File: src/rtl/idma_backend_chan_sched_pkg.sv
// Shared types for the iDMA backend channel scheduler: arbiter states and default
// request/response payload types.
package idma_backend_chan_sched_pkg;

    typedef enum logic [0:0] {
        StArb,
        StHold
    } idma_sched_state_e;

    typedef logic [31:0] sched_req_t;

    typedef struct packed {
        logic [7:0] id;
        logic       error;
    } sched_rsp_t;

endpackage

File: src/rtl/idma_backend_chan_sched_fifo.sv
// In-order route FIFO holding the channel index of every request the backend has accepted
// but not yet answered. No fall-through: data_o shows the oldest stored entry.
module idma_backend_chan_sched_fifo #(
    parameter int unsigned DataWidth = 2,
    parameter int unsigned Depth     = 8
) (
    input  logic                 clk_i,
    input  logic                 rst_ni,
    input  logic                 push_i,
    input  logic [DataWidth-1:0] data_i,
    input  logic                 pop_i,
    output logic [DataWidth-1:0] data_o,
    output logic                 full_o,
    output logic                 empty_o
);
    localparam int unsigned PtrWidth = (Depth > 1) ? $clog2(Depth) : 1;

    logic [DataWidth-1:0] mem_q [Depth];
    logic [PtrWidth-1:0]  wr_ptr_q, rd_ptr_q;
    logic [PtrWidth:0]    cnt_q;
    logic                 push_en, pop_en;

    assign full_o  = (cnt_q == (PtrWidth + 1)'(Depth));
    assign empty_o = (cnt_q == '0);
    assign data_o  = mem_q[rd_ptr_q];
    assign push_en = push_i & ~full_o;
    assign pop_en  = pop_i & ~empty_o;

    always_ff @(posedge clk_i) begin
        if (!rst_ni) begin
            wr_ptr_q <= '0;
            rd_ptr_q <= '0;
            cnt_q    <= '0;
        end else begin
            if (push_en) begin
                wr_ptr_q <= (wr_ptr_q == PtrWidth'(Depth - 1)) ? '0 : wr_ptr_q + 1'b1;
            end
            if (pop_en) begin
                rd_ptr_q <= (rd_ptr_q == PtrWidth'(Depth - 1)) ? '0 : rd_ptr_q + 1'b1;
            end
            if (push_en && !pop_en) begin
                cnt_q <= cnt_q + 1'b1;
            end else if (pop_en && !push_en) begin
                cnt_q <= cnt_q - 1'b1;
            end
        end
    end

    always_ff @(posedge clk_i) begin
        if (push_en) begin
            mem_q[wr_ptr_q] <= data_i;
        end
    end

endmodule

File: src/rtl/idma_backend_chan_sched.sv
// Round-robin scheduler sharing one iDMA backend between NumChan frontend channels, with
// in-order response routing and per-channel completion/error counters.
module idma_backend_chan_sched
    import idma_backend_chan_sched_pkg::*;
#(
    parameter int unsigned NumChan        = 4,
    parameter int unsigned NumOutstanding = 8,
    parameter int unsigned CntWidth       = 16,
    parameter type         idma_req_t     = sched_req_t,
    parameter type         idma_rsp_t     = sched_rsp_t
) (
    input  logic                               clk_i,
    input  logic                               rst_ni,
    input  idma_req_t [NumChan-1:0]            req_i,
    input  logic      [NumChan-1:0]            req_valid_i,
    output logic      [NumChan-1:0]            req_ready_o,
    output idma_rsp_t                          rsp_o,
    output logic      [NumChan-1:0]            rsp_valid_o,
    input  logic      [NumChan-1:0]            rsp_ready_i,
    output idma_req_t                          be_req_o,
    output logic                               be_req_valid_o,
    input  logic                               be_req_ready_i,
    input  idma_rsp_t                          be_rsp_i,
    input  logic                               be_rsp_valid_i,
    output logic                               be_rsp_ready_o,
    output logic      [NumChan-1:0][CntWidth-1:0] done_cnt_o,
    output logic      [NumChan-1:0][CntWidth-1:0] err_cnt_o,
    output logic                               busy_o
);
    localparam int unsigned ChanIdxWidth = $clog2(NumChan);

    idma_sched_state_e                state_q;
    logic [ChanIdxWidth-1:0]          grant_q, rr_ptr_q, arb_grant, cand, grant, head;
    logic                             arb_found, fifo_full, fifo_empty, req_hs, rsp_hs;
    logic [NumChan-1:0][CntWidth-1:0] done_cnt_q, err_cnt_q;

    // First valid channel at or after rr_ptr_q, in circular order.
    always_comb begin
        arb_grant = '0;
        arb_found = 1'b0;
        cand      = '0;
        for (int unsigned k = 0; k < NumChan; k++) begin
            cand = ChanIdxWidth'((32'(rr_ptr_q) + k) % NumChan);
            if (!arb_found && req_valid_i[cand]) begin
                arb_found = 1'b1;
                arb_grant = cand;
            end
        end
    end

    assign grant          = (state_q == StHold) ? grant_q : arb_grant;
    assign be_req_o       = req_i[grant];
    assign be_req_valid_o = ~fifo_full & ((state_q == StHold) ? req_valid_i[grant_q] : arb_found);
    assign req_hs         = be_req_valid_o & be_req_ready_i;

    always_comb begin
        req_ready_o        = '0;
        req_ready_o[grant] = req_hs;
    end

    always_ff @(posedge clk_i) begin
        if (!rst_ni) begin
            state_q  <= StArb;
            grant_q  <= '0;
            rr_ptr_q <= '0;
        end else if (req_hs) begin
            state_q  <= StArb;
            rr_ptr_q <= (grant == ChanIdxWidth'(NumChan - 1)) ? '0 : grant + 1'b1;
        end else if (be_req_valid_o) begin
            state_q <= StHold;
            grant_q <= grant;
        end else begin
            // Also covers a held channel dropping valid: back to arbitration, pointer untouched.
            state_q <= StArb;
        end
    end

    idma_backend_chan_sched_fifo #(
        .DataWidth (ChanIdxWidth),
        .Depth     (NumOutstanding)
    ) i_route_fifo (
        .clk_i   (clk_i),
        .rst_ni  (rst_ni),
        .push_i  (req_hs),
        .data_i  (grant),
        .pop_i   (rsp_hs),
        .data_o  (head),
        .full_o  (fifo_full),
        .empty_o (fifo_empty)
    );

    assign rsp_o          = be_rsp_i;
    assign be_rsp_ready_o = ~fifo_empty & rsp_ready_i[head];
    assign rsp_hs         = be_rsp_valid_i & be_rsp_ready_o;

    always_comb begin
        rsp_valid_o       = '0;
        rsp_valid_o[head] = be_rsp_valid_i & ~fifo_empty;
    end

    always_ff @(posedge clk_i) begin
        if (!rst_ni) begin
            done_cnt_q <= '0;
            err_cnt_q  <= '0;
        end else if (rsp_hs) begin
            done_cnt_q[head] <= done_cnt_q[head] + 1'b1;
            if (be_rsp_i.error) begin
                err_cnt_q[head] <= err_cnt_q[head] + 1'b1;
            end
        end
    end

    assign done_cnt_o = done_cnt_q;
    assign err_cnt_o  = err_cnt_q;
    assign busy_o     = be_req_valid_o | ~fifo_empty;

    // A response with nothing outstanding is a backend protocol violation.
    assert property (@(posedge clk_i) disable iff (!rst_ni) !(be_rsp_valid_i && fifo_empty))
        else $error("backend response with no outstanding request");

endmodule
File: config.mk
export PLATFORM = sky130hd
export DESIGN_NAME = idma_backend_chan_sched
export DESIGN_NICKNAME = d
export VERILOG_FILES = /design/src/rtl/idma_backend_chan_sched_pkg.sv /design/src/rtl/idma_backend_chan_sched_fifo.sv /design/src/rtl/idma_backend_chan_sched.sv
export SDC_FILE = /design/constraint.sdc
export NUM_CORES = 1
export LEC_CHECK = 0
export BUFFER_PORTS_ARGS = -buffer_cell sky130_fd_sc_hd__buf_4
export CORE_UTILIZATION = 45
export CTS_CLUSTER_DIAMETER = 50
export CTS_CLUSTER_SIZE = 14
export DETAILED_ROUTE_END_ITERATION = 8
export HOLD_SLACK_MARGIN = 0.05
export PLACE_DENSITY_LB_ADDON = 0.12
export SETUP_SLACK_MARGIN = 0.5
export SLEW_MARGIN = 20
export SYNTH_ARGS = -nofsm -noshare
export SYNTH_HDL_FRONTEND = slang
export SYNTH_SLANG_ARGS = --single-unit
File: constraint.sdc
create_clock -name clk_i -period 3.5 [get_ports clk_i]
set_clock_uncertainty 0.05 [all_clocks]
set_input_delay 0 -clock clk_i [delete_from_list [all_inputs] [get_ports clk_i]]
set_output_delay 0 -clock clk_i [all_outputs]
set_load 0.1 [all_outputs]
==> results of run 1 <==
## routing by layer
layer,part of all wire [%],vias to the layer above,GRT usage (%),routed length [µm]
li1,-,4503,-,-
met1,40,4679,36.97,13220
met2,49,460,50.41,16440
met3,7.3,81,6.023,2437
met4,4.1,0,11.66,1366
met5,0,-,0,0
## critical path, stage by stage, from the launching register on
cell and delay, ns:
dfxtp_4 0.38, mux2i_2 0.17, mux4_4 0.73, buf_12 0.21, buf_12 0.14, buf_16 0.14, mux2i_1 0.17, mux2i_2 0.36
nand3_4 0.18, buf_6 0.17, nor3_4 0.15, xor2_1 0.18, buf_4 0.17, a21oi_2 0.05
## power by group through the flow
stage,clock (mW),combinational [mW],sequential [mW]
floorplan,0,3.15,3.00
global placement,0,4.79,2.27
detailed placement,0,4.83,2.27
CTS,1.80,5.32,2.24
global route,1.88,5.83,2.27
finish,1.81,5.60,2.25
## what timing repair did
action	in CTS	in global routing
hold buffers	13	0
gates cloned	5	0
gates resized for setup	89	76
pin swaps	58	57
buffers inserted	44	25
endpoints found under the hold margin	26	0
setup endpoints to repair	107	128
## sequential cells by signal, indices dropped and copies added, names as in the netlist, named ones only
register               count
state_q                    1
i_route_fifo.cnt_q         4
grant_q                    2
i_route_fifo.wr_ptr_q      3
i_route_fifo.mem_q        16
err_cnt_o                 64
rr_ptr_q                   2
done_cnt_o                64
i_route_fifo.rd_ptr_q      3
## cell families after synthesis
kind of cell / Yosys count
simple gates: 405
compound gates: 262
buf+inv: 96
fa+ha+maj: 14
mux: 104
flops: 162
xor+xnor: 33
## how the worst max path moves through the flow
stage                            from        endpoint  slack, ns  cells after the start
after floorplan           rr_ptr_q[1]    be_req_o[22]       0.03                      6
after global placement       register   err_cnt_o[13]       0.17                     10
after detailed placement     register   err_cnt_o[30]       0.08                     11
after CTS                    register  done_cnt_o[31]       0.30                      9
after global routing         register   err_cnt_o[27]       0.07                     13
final                        register   err_cnt_o[11]       0.14                     13
## cells in the mapped netlist (3+ instances only)
cell	count	area [µm²]
mux2_2	16	180.2
nand4b_1	3	26.28
buf_2	3	15.01
buf_1	3	11.26
a21oi_1	93	465.5
dfxtp_1	146	2923
nor4_1	9	56.30
xor2_1	8	70.07
nor3b_1	3	22.52
o31ai_1	4	30.03
a211oi_1	40	300.3
nor2_1	86	322.8
mux4_2	6	135.1
buf_6	8	90.09
inv_1	6	22.52
o21ai_0	76	380.4
xnor2_1	25	219.0
buf_4	12	90.09
nor2b_1	3	18.77
nand2_1	200	750.7
nand2b_1	6	37.54
nand3_1	16	80.08
clkbuf_1	62	232.7
a31oi_1	38	237.7
and2_1	9	56.30
edfxtp_1	16	480.5
and3_1	41	256.5
nor4b_2	3	45.04
ha_1	13	162.7
mux2i_1	82	820.8
nor3_1	14	70.07
## placed cells by master, fill, tap and decap left out, types with 9 or more instances in the layout
master         synthesis  final
a211oi_1              40     34
a21oi_1               93     80
a21oi_2                0     11
a31oi_1               38     36
and3_1                41     37
buf_12                 0     13
buf_4                 12    376
buf_6                  8     14
clkbuf_16              0     17
dfxtp_1              146    144
dlygate4sd3_1          0     13
edfxtp_1              16     16
ha_1                  13      9
mux2_2                16     13
mux2i_1               82     62
mux2i_2                0     15
nand2_1              200    195
nand3_1               16     10
nor2_1                86     75
nor3_4                 0      9
o21ai_0               76     58
o21ai_1                0     18
xnor2_2                0     14
## stage by stage
stage	cells	power [mW]	area, µm²	hold slack, ns
6_report	1703	9.653	13780	0.06989
5_1_grt	1703	9.974	13780	0.08331
4_1_cts	1678	9.354	13180	0.06366
3_5_place_dp	1584	7.101	11500	-0.04926
3_3_place_gp	1584	7.063	11500	-0.04926
2_1_floorplan	1076	6.148	9135	0.1356
## area by class of cell
cell class | instances | area, µm² | area share (%)
clock buffer | 24 | 481.7 | 3.496
tap | 260 | 325.3 | 2.361
clock inverter | 8 | 76.32 | 0.5538
inverter | 8 | 37.54 | 0.2724
multi-input combinational | 819 | 5921 | 42.96
sequential | 162 | 3411 | 24.75
timing repair buffer | 422 | 3528 | 25.60
==> flow_summary.toml, run 1 <==
[pwr]
p_int_mw = 4.814
power_density_nw_per_um2 = 700.5
peakVddDrop_mv = 0.4905
swShare_pct = 50.13
combPwrFrac_pct = 58.0
p_sw_mw = 4.839
p_clk_share_pct = 18.7
pwr-share-seq_pct = 23.3
p_leak_nw = 6.195

[worst_setup_path]
crit_fanout = 6
r2r_end = "err_cnt_o[11]"
crit_type = "reg2reg"
r2r_slack_ns = 0.14
start_kind = "register"
worstPathArrival_ns = 3.62
reg2reg_depth = 13
cp.required_ns = 3.76
cp-end-kind = "register"

[routing]
wirelength_um = 33470
dr.pass1.iters = 6
vias = 9723
drc_errors = 0
wl_per_cell_um = 19.65
drtAntennaViolNets = 0
drtIter0Drc = 798
vias_per_cell = 5.709

[min_path]
min_path_cells = 3
min_path_type = "in2reg"
min-delay-start = "rst_ni"
min_to = "done_cnt_o[25]"

[clock_network]
cts_root_buffer = "clkbuf_16"
clock_sinks = 162
cts_tree = "yes"
clk_latency_ns = 0.44
clkTransAtPathRegs_ns = 0.07
cts_buffer_depth = 2
htree_levels = 4
numCtsBuffers = 17

[cells_and_area]
n_antenna_cell = 0
layout-drive-gt1-share_pct = 41.09
fill_cells = 1414
nets = 1593
post-route-util_pct = 72.70
syn_to_final_growth_pct = 55.81

[placement]
io_buffers = 312
place_ws_ns = 0.08327
dp_hpwl_um = 20370
gp_congestion = 0.8760

[global_route]
grt_antenna_before_repair = 0
grt_use_total_pct = 29.74
grt_overflow_total = 0
grt_first_pass_wirelength_um = 46870
grt_pass1_vias = 8828
grt_max_degree = 84

[yosys]
synth_top_family_by_area = "simple AND/OR/NAND/NOR gates"
synth-adder-area-share_pct = 2.065
synth_edf_count = 16
synth_xor_area_share_pct = 3.268
synth_flop_cell = "dfxtp_1"
synth_compound_area_share_pct = 16.98
synth.avg_cell_area_um2 = 8.220
ys_seq_area_share_pct = 38.48
synthArstFlopShare_pct = 0
syn_area_um2 = 8845
muxShareOfSynthArea_pct = 12.84
yosysUniqueCellTypes = 52
synth_cells = 1076
synth-simple-area-share_pct = 21.06
ys_seq_elements = 162
ys_warn_count = 0
synth_nets = 1239

[floorplan]
rows = 50
die_w_um = 142.2
die_h_um = 142.2
core-area_um2 = 18960
ioPinCount = 329
initial_core_util_pct = 46.66
dieArea_um2 = 20220

[flow_run]
drv_cap = 0

[timing]
slew_headroom_pct = 31.99
tightest_slew_ns = 1.017
worst_slack_ns = 0.1402
rsz0062_at_grt = "true"
setup_viol = 0
finalMaxSlewViolations = 0
period_needed_ns = 3.360
hold_viol = 0
tns_ns = 0
finalCritPeriodShare_pct = 95.99
max_freq_ghz = 0.2976

[run_status]
outcome = "finished clean"
Power figures use the tool's default switching activity.
==> inputs of run 2 (changes only) <==
CORE_UTILIZATION = 25   (was 45)
SKIP_CTS_REPAIR_TIMING = 1   (was unset)
==> flow_summary.toml, run 2 (synthesis results as in run 1) <==
[routing]
drc_errors = 0
dr.pass1.iters = 5
wl_per_cell_um = 18.08
drtAntennaViolNets = 0
vias = 8937
vias_per_cell = 4.759
drtIter0Drc = 368
wirelength_um = 33960

[floorplan]
rows = 68
dieArea_um2 = 36130
core-area_um2 = 34710
initial_core_util_pct = 25.48
ioPinCount = 329
die_w_um = 190.1
die_h_um = 190.1

[timing]
tns_ns = 0
finalCritPeriodShare_pct = 92.02
period_needed_ns = 3.221
rsz0062_at_grt = "true"
hold_viol = 0
slew_headroom_pct = 34.44
max_freq_ghz = 0.3105
finalMaxSlewViolations = 0
tightest_slew_ns = 0.9802
setup_viol = 0

[cells_and_area]
nets = 1572
layout-drive-gt1-share_pct = 38.19
design_area_um2 = 13460
final_common_cell = "buf_4"
syn_to_final_growth_pct = 52.21
most-common-layout-cells = "371 x buf_4, 196 x nand2_1, 144 x dfxtp_1"

[clock_network]
cts_root_buffer = "clkbuf_16"
clk_latency_ns = 0.43
clkTransAtPathRegs_ns = 0.07
cts_tree = "yes"
cts_buffer_depth = 2
numCtsBuffers = 17
clock_sinks = 162
htree_levels = 4

[pwr]
finalPower_mw = 9.602
peakVddDrop_mv = 0.5345
p_leak_nw = 5.966
power_density_nw_per_um2 = 713.2

[global_route]
grt_first_pass_wirelength_um = 50450
grt_overflow_total = 0
use_met3_pct = 4.040
grt_pass1_vias = 8724
grt_max_degree = 84
gr-usage-met1_pct = 21.75
grt_busiest_layer = "met2"
use_met2_pct = 31.37
grt_antenna_before_repair = 1
grt_use_total_pct = 17.99

[worst_setup_path]
start_kind = "register"
cp-end-kind = "register"
cp.required_ns = 3.74
crit_type = "reg2reg"
worstPathArrival_ns = 3.46
crit_fanout = 7

[min_path]
min_path_type = "in2reg"

[placement]
io_buffers = 312
gp_congestion = 0.7977
dp_hpwl_um = 24750
place_area_um2 = 11840

[run_status]
outcome = "finished clean"

[flow_run]
drv_cap = 0
## run 2: cell types whose count changed in the layout (fill, tap and decap cells not counted), moves of 4 or more
cell	previous run	this run
buf_12	13	2
a21oi_1	80	88
a21oi_2	11	3
mux2i_1	62	70
buf_4	376	371
mux2i_4	5	0
nor2_1	75	80
inv_8	0	4
## run 2: final cells by class
| type | count | area (µm²) |
|---|---|---|
| fill | 3608 | 21250 |
| multi-input combinational | 818 | 5637 |
| sequential | 162 | 3411 |
| timing repair buffer | 402 | 3197 |
| tap | 455 | 569.3 |
| clock buffer | 19 | 442.9 |
| clock inverter | 13 | 162.7 |
| inverter | 8 | 41.29 |
| antenna | 1 | 2.502 |
## run 2: final timing paths
kind                  startpoint              to  slack, ns  depth (start not counted)
setup reg to reg        register  done_cnt_o[40]       0.28                         11
hold / removal            rst_ni  done_cnt_o[40]       0.07                          3
hold reg to reg   done_cnt_o[47]  done_cnt_o[47]       0.42                          2
setup / recovery        register  done_cnt_o[40]       0.28                         11
## run 2: routing by layer
layer | vias to the layer above | part of all wire [%]
met5 | - | 0
met4 | 0 | 2.2
met3 | 29 | 5.5
met2 | 279 | 51
met1 | 4147 | 42
li1 | 4482 | -
## run 2: power breakdown
part	leakage [nW]	switching [mW]	total (mW)	internal (mW)
combinational	4.34	3.80	5.39	1.60
clock	0.297	0.864	1.97	1.10
sequential	1.33	0.189	2.24	2.05
total	5.97	4.85	9.60	4.75
## run 2: critical path, stage by stage (launching register included)
cell	delay (ns)
dfxtp_4	0.37
mux2i_1	0.11
mux4_4	0.66
buf_12	0.18
mux2i_1	0.13
mux2_4	0.31
or4_4	0.54
buf_6	0.16
buf_4	0.14
nor4b_4	0.22
xnor2_1	0.15
nor2_1	0.05
## run 2: metrics by stage
stage               util (%)  cells  hold slack, ns  setup slack [ns]
floorplan                  -   1076          0.1356           0.03262
global placement       34.11   1793        -0.04932            0.1459
detailed placement     34.12   1793        -0.04932           0.06150
CTS                    35.86   1825         -0.1109           0.04581
global route           38.78   1878          0.1044            0.1803
finish                 38.78   1878         0.06539            0.2792
